===== config.mk =====
export PLATFORM = sky130hd
export DESIGN_NAME = fpu16_batch_seq
export DESIGN_NICKNAME = d
export VERILOG_FILES = /design/src/rtl/fpu16_pkg.sv /design/src/rtl/fpu16_capture_pipe.sv /design/src/rtl/fpu16_batch_seq.sv
export SDC_FILE = /design/constraint.sdc
export NUM_CORES = 2
export LEC_CHECK = 0
export BUFFER_PORTS_ARGS = -buffer_cell sky130_fd_sc_hd__buf_2
export CAP_MARGIN = 20
export CELL_PAD_IN_SITES_DETAIL_PLACEMENT = 0
export CELL_PAD_IN_SITES_GLOBAL_PLACEMENT = 1
export CORE_UTILIZATION = 43
export CTS_BUF_LIST = sky130_fd_sc_hd__clkbuf_8
export CTS_CLUSTER_DIAMETER = 60
export CTS_CLUSTER_SIZE = 28
export DETAILED_ROUTE_END_ITERATION = 10
export PLACE_DENSITY = 0.63
export SLEW_MARGIN = 20
export SYNTH_ARGS = -nofsm -noshare
export SYNTH_HDL_FRONTEND = slang
export SYNTH_SLANG_ARGS = --single-unit

===== constraint.sdc =====
create_clock -name clk -period 4.15 [get_ports clk]
set_input_delay 0.83 -clock clk [delete_from_list [all_inputs] [get_ports clk]]
set_output_delay 0.83 -clock clk [all_outputs]
set_load 0.05 [all_outputs]

===== src/rtl/fpu16_pkg.sv =====
// Shared definitions for the FALU16 batch sequencer.
// Opcodes, FSM states and the opcode-to-select decode.
package fpu16_pkg;

    localparam logic [1:0] OP_ADD = 2'b00;
    localparam logic [1:0] OP_SUB = 2'b01;
    localparam logic [1:0] OP_MUL = 2'b10;
    localparam logic [1:0] OP_DIV = 2'b11;

    typedef enum logic [1:0] {
        IDLE,
        ISSUE,
        DRAIN,
        FIN
    } state_t;

    // Bit order of the result: {div, mul, sub, add}
    function automatic logic [3:0] op_onehot(input logic [1:0] op);
        logic [3:0] oh;
        oh = 4'b0000;
        unique case (op)
            OP_ADD: oh = 4'b0001;
            OP_SUB: oh = 4'b0010;
            OP_MUL: oh = 4'b0100;
            OP_DIV: oh = 4'b1000;
            default: oh = 4'b0000;
        endcase
        return oh;
    endfunction

endpackage


===== src/rtl/fpu16_capture_pipe.sv =====
// {valid, index} delay line matching the FALU16 latency.
// With LAT=0 the issue tag is presented in the issue cycle itself.
module fpu16_capture_pipe #(
    parameter int LAT = 0,
    parameter int IW  = 5
) (
    input  logic          clk,
    input  logic          rst_n,
    input  logic          in_valid,
    input  logic [IW-1:0] in_idx,
    output logic          out_valid,
    output logic [IW-1:0] out_idx
);

    generate
        if (LAT == 0) begin : g_comb
            logic unused_clk_rst;
            assign unused_clk_rst = clk ^ rst_n;
            assign out_valid = in_valid;
            assign out_idx   = in_idx;
        end else begin : g_pipe
            logic [LAT-1:0] v;
            logic [IW-1:0]  ix [LAT];

            // Shift the issue tag one stage per cycle
            always_ff @(posedge clk or negedge rst_n) begin
                if (!rst_n) begin
                    v <= '0;
                    for (int i = 0; i < LAT; i++) ix[i] <= '0;
                end else begin
                    v[0]  <= in_valid;
                    ix[0] <= in_idx;
                    for (int i = 1; i < LAT; i++) begin
                        v[i]  <= v[i-1];
                        ix[i] <= ix[i-1];
                    end
                end
            end

            assign out_valid = v[LAT-1];
            assign out_idx   = ix[LAT-1];
        end
    endgenerate

endmodule


===== src/rtl/fpu16_batch_seq.sv =====
// Batch issuer / result collector for the FALU16 half-precision ALU.
// Issues one operand pair per cycle and captures results by index.
module fpu16_batch_seq
    import fpu16_pkg::*;
#(
    parameter int DEPTH_LOG2 = 5,
    parameter int LAT        = 0
) (
    input  logic                  clk,
    input  logic                  rst_n,
    input  logic                  wr_en,
    input  logic                  wr_sel,
    input  logic [DEPTH_LOG2-1:0] wr_addr,
    input  logic [15:0]           wr_data,
    input  logic                  start,
    input  logic [1:0]            opcode,
    input  logic [DEPTH_LOG2:0]   count,
    output logic                  busy,
    output logic                  done,
    output logic                  falu_enable,
    output logic [15:0]           falu_op1,
    output logic [15:0]           falu_op2,
    output logic                  falu_addsel,
    output logic                  falu_subsel,
    output logic                  falu_mulsel,
    output logic                  falu_divsel,
    input  logic [15:0]           falu_result,
    input  logic [DEPTH_LOG2-1:0] rd_addr,
    output logic [15:0]           rd_data
);

    localparam int DEPTH = 1 << DEPTH_LOG2;
    localparam logic [DEPTH_LOG2:0] FULL  = (DEPTH_LOG2+1)'(DEPTH);
    localparam logic [DEPTH_LOG2:0] ONE_W = (DEPTH_LOG2+1)'(1);
    localparam logic [DEPTH_LOG2-1:0] ONE_I = DEPTH_LOG2'(1);

    logic [15:0] op1_mem [DEPTH];
    logic [15:0] op2_mem [DEPTH];
    logic [15:0] res_mem [DEPTH];

    state_t                state;
    logic [1:0]            op_q;
    logic [3:0]            sel_q;
    logic [DEPTH_LOG2-1:0] idx;
    logic [DEPTH_LOG2-1:0] idx_nx;
    logic [DEPTH_LOG2-1:0] last_idx;
    logic [DEPTH_LOG2:0]   cnt_sat;
    logic                  cap_valid;
    logic [DEPTH_LOG2-1:0] cap_idx;
    logic                  last_cap;
    logic                  fin_now;

    assign cnt_sat  = (count > FULL) ? FULL : count;
    assign idx_nx   = idx + ONE_I;
    assign last_cap = cap_valid && (cap_idx == last_idx);
    assign fin_now  = (state == FIN) || ((state != IDLE) && last_cap);

    assign falu_addsel = sel_q[0];
    assign falu_subsel = sel_q[1];
    assign falu_mulsel = sel_q[2];
    assign falu_divsel = sel_q[3];

    fpu16_capture_pipe #(
        .LAT (LAT),
        .IW  (DEPTH_LOG2)
    ) u_cap (
        .clk       (clk),
        .rst_n     (rst_n),
        .in_valid  (falu_enable),
        .in_idx    (idx),
        .out_valid (cap_valid),
        .out_idx   (cap_idx)
    );

    // Operand loads are only accepted while idle so a batch sees stable data
    always_ff @(posedge clk) begin
        if (wr_en && (state == IDLE)) begin
            if (wr_sel) op2_mem[wr_addr] <= wr_data;
            else        op1_mem[wr_addr] <= wr_data;
        end
    end

    // Result write at the end of the capture delay line
    always_ff @(posedge clk) begin
        if (cap_valid) res_mem[cap_idx] <= falu_result;
    end

    // Registered result read port
    always_ff @(posedge clk or negedge rst_n) begin
        if (!rst_n) rd_data <= '0;
        else        rd_data <= res_mem[rd_addr];
    end

    // Batch FSM; all FALU-facing outputs are registered here
    always_ff @(posedge clk or negedge rst_n) begin
        if (!rst_n) begin
            state       <= IDLE;
            op_q        <= OP_ADD;
            sel_q       <= '0;
            idx         <= '0;
            last_idx    <= '0;
            busy        <= 1'b0;
            done        <= 1'b0;
            falu_enable <= 1'b0;
            falu_op1    <= '0;
            falu_op2    <= '0;
        end else begin
            done <= 1'b0;
            unique case (state)
                IDLE: begin
                    if (start) begin
                        op_q <= opcode;
                        idx  <= '0;
                        busy <= 1'b1;
                        if (cnt_sat == '0) begin
                            state <= FIN;
                        end else begin
                            last_idx    <= DEPTH_LOG2'(cnt_sat - ONE_W);
                            state       <= ISSUE;
                            falu_enable <= 1'b1;
                            falu_op1    <= op1_mem[0];
                            falu_op2    <= op2_mem[0];
                            sel_q       <= op_onehot(opcode);
                        end
                    end
                end
                ISSUE: begin
                    if (idx == last_idx) begin
                        state       <= DRAIN;
                        falu_enable <= 1'b0;
                        sel_q       <= '0;
                        falu_op1    <= '0;
                        falu_op2    <= '0;
                    end else begin
                        idx      <= idx_nx;
                        falu_op1 <= op1_mem[idx_nx];
                        falu_op2 <= op2_mem[idx_nx];
                        sel_q    <= op_onehot(op_q);
                    end
                end
                DRAIN: begin
                end
                FIN: begin
                end
                default: state <= IDLE;
            endcase
            if (fin_now) begin
                state       <= IDLE;
                busy        <= 1'b0;
                done        <= 1'b1;
                falu_enable <= 1'b0;
                sel_q       <= '0;
            end
        end
    end

endmodule


==> results by group <==
Worst setup path
  • CP Buf/Inv Count: 3
  • CP max FO: 40
  • Stages on worst setup path: 8
  • Most frequent CP cell: buf_12
  • R2R Path Start: idx[0]
  • CP top delay family: compound AO/OA/AOI/OAI gates
  • Crit path kind: flip-flop to flip-flop
  • CP Capture Type: flip-flop
  • Critical path, cell by cell: inv_1, ha_4, buf_12, buf_12, mux4_2, nand2_1, a32oi_1, a41o_1
  • R2R cell count: 8
  • Critical Path Start: idx[0]
  • Worst setup SP type: flip-flop
  • Crit path to: falu_op2[0]
  • Max stage delay on crit path: 0.60 ns
  • Data required time of the critical path: 5.01 ns
  • Crit path arrival time: 4.05 ns
  • Reg-to-Reg End: falu_op2[0]
  • Setup slack, reg-to-reg: 0.96 ns
  • Worst path slowest cell: a32oi_1

Worst hold path
  • Hold Path Stages: 2
  • Worst min-delay path class: input port to flip-flop

Floorplan
  • Die area: 145300 sq um
  • Io pins: 110
  • Initial core utilization: 0.4352
  • Num rows: 138
  • CORE AREA: 142100 sq um
  • Die Width: 381.2 um
  • Die Y: 381.2 um

Finish
  • Synthesis-to-finish area growth: 11.17%
  • Share of layout cells above drive strength 1: 0.2980
  • Most common cell after layout, fill and taps aside: edfxtp_1
  • Fillers: 11480
  • Most frequent cells in the layout: 1536 x edfxtp_1, 416 x mux4_2, 249 x nand2_1
  • Final nets: 3179

Global route
  • First-pass GRT wire length: 218.4 mm
  • Largest net degree at the start of global routing: 115
  • GRT Util Overall: 0.2088
  • Vias in the first global route: 30690
  • GR Overflow Total: 0
  • Initial antenna violation count: 11

STA
  • Post-route clock period utilization: 0.7686
  • Pins over their slew limit: 0
  • Setup violations, final: 0
  • Period minus WS final: 3.190 ns
  • Total negative slack: 0 ns
  • Slew of the pin with the lowest slew margin: 1.129 ns
  • Final hold violations: 0
  • RSZ-0062 raised after global routing: no
  • Peak Freq: 0.3135 GHz
  • Slew headroom: 0.2470
  • Fin Clk Skew: 0.1004 ns

Synth
  • Post-synth ARST share: 0.04299
  • Synthesized flop and latch total: 1605
  • Post-synth EDFFs: 1536
  • Syn_nets: 2947
  • Synth Cell Area: 61840 sq um
  • Sequential area share after synthesis: 0.7738
  • Count of yosys warnings during synthesis: 0
  • Post-synth top flop: edfxtp_1
  • Mapped Avg Cell Area: 21.42 sq um
  • Mapped Cells: 2887
  • Synth unique cells: 46

CTS
  • CTS Hold Buffers Added: 1
  • CTS clock-pin slew for the worst setup and hold paths: 0.13 ns
  • CTS tree: built
  • CTS Root Cell: clkbuf_8
  • Post-CTS Setup Bufs: 0
  • Number of clock sinks: 1605
  • Clk_lat worst skew: 0.93 ns
  • CTS Buffer Depth: 3
  • Inserted Clock Buffers: 116
  • CTS resizes: 0
  • H-tree Lvls: 3

Run
  • Max cap viols: 0

Power
  • Combinational power share: 0.320
  • Clock power share: 0.228
  • Internal power: 27.33 mW
  • Sw frac: 0.3487
  • Psw: 14.64 mW
  • Worst ir drop on vdd: 0.7106 mV
  • LEAKAGE: 21.78 nW
  • Total power: 41.97 mW
  • Sequential group share of total power: 0.452
  • Pwr/cell area: 610.5 nW/um^2

Routing
  • DR WL/cell: 29.54 um
  • Vias per cell: 5.806
  • Via count: 29730
  • Final wirelength: 151.3 mm
  • DRT Pass-1 Iters: 6
  • 1st-iter DRT viols: 2706
  • DRC viols: 0
  • Final ANT Viol Nets: 0

Place
  • Gpl congestion: 0.7960
  • Port-buffer cells: 109
  • DPL Wire Length: 89.65 mm

Status
  • Outcome: finished clean
-- area by class of cell --
class,count,area (sq um),area share
inverters,13,48.80,0.0007098
repair buffers,274,2086,0.03034
flip-flops and latches,1605,47860,0.6961
diodes,8,20.02,0.0002912
multi-input cells,1109,13430,0.1953
well taps,1890,2365,0.03440
clock inverters,102,1306,0.01900
clock buffers,119,1638,0.02382
-- power groups by stage --
stage	Combinational, mW	Sequential [mW]	Clock (mW)
2_1_floorplan	8.20	19.8	0
3_3_place_gp	13.5	19.3	0
3_5_place_dp	13.6	19.3	0
4_1_cts	13.7	19.0	9.79
5_1_grt	14.3	19.0	10.3
6_report	13.4	19.0	9.57
-- sequential cells by signal, indices dropped and copies added, names as in the netlist --
register and cells:
state 2, idx 5, falu_enable 1, falu_op1 16, op2_mem 512, op_q 2, sel_q 4, busy 1
last_idx 5, res_mem 512, op1_mem 512, done 1, falu_op2 16, rd_data 16
-- synthesized netlist by cell type, drive strengths merged (3+ instances only) --
cell type,n,area share
and3,3,0.00030
inv,13,0.00079
mux2i,33,0.0053
o21ai,45,0.0037
nor2b,4,0.00040
nand3b,3,0.00036
nand3,75,0.0061
nor2,105,0.0064
o32ai,4,0.00057
ha,5,0.0010
a22o,5,0.00071
clkbuf,93,0.0056
edfxtp,1536,0.75
nor3,3,0.00024
a32oi,32,0.0045
buf,67,0.0054
or3,5,0.00051
nand2,249,0.015
xnor2,5,0.00071
a22oi,32,0.0039
mux2,21,0.0038
dfrtp,69,0.028
mux4,416,0.15
xor2,7,0.00099
a41o,32,0.0052
-- metal layers --
layer	routed length, um	part of all wire	vias up	global-route usage
li1	-	-	12420	-
met1	61760	0.41	16120	0.2839
met2	77100	0.51	997	0.3543
met3	8918	0.059	185	0.03109
met4	3471	0.023	2	0.05154
met5	14	0.000093	-	0
-- per-stage QoR --
stage / instance area [sq um] / utilization / worst slack, ns / cells / hold WS, ns
after floorplan: 61840 / - / 0.9692 / 2887 / 0.4689
after global routing: 68740 / 0.4837 / 0.8489 / 5117 / 0.1733
after global placement: 65740 / 0.4626 / 0.8792 / 4889 / 0.5164
after detailed placement: 65740 / 0.4626 / 0.7482 / 4889 / 0.5210
after CTS: 68700 / 0.4834 / 0.9370 / 5111 / 0.1271
final: 68750 / 0.4838 / 0.9604 / 5120 / 0.2209
-- how the worst min path moves through the flow --
stage / from / endpoint / slack, ns
after floorplan: last_idx[1] / last_idx[1] / 0.47
after global placement: op_q[1] / op_q[1] / 0.52
after detailed placement: sel_q[1] / sel_q[1] / 0.52
after CTS: opcode[0] / op_q[0] / 0.13
after global routing: opcode[0] / op_q[0] / 0.17
final: opcode[0] / op_q[0] / 0.22
-- logic make-up (layout without fill, tap and decap cells) --
logic type	after synthesis	count (layout)	share of synthesized area
compound gates	166	166	0.02048
fa+ha+maj	7	7	0.001335
mux	470	470	0.1607
buf+inv	173	508	0.01180
simple gates	454	454	0.03027
other cells	0	8	0
flops	1605	1605	0.7738
xor+xnor	12	12	0.001699
Note: power is estimated with default switching activity, not from simulation.
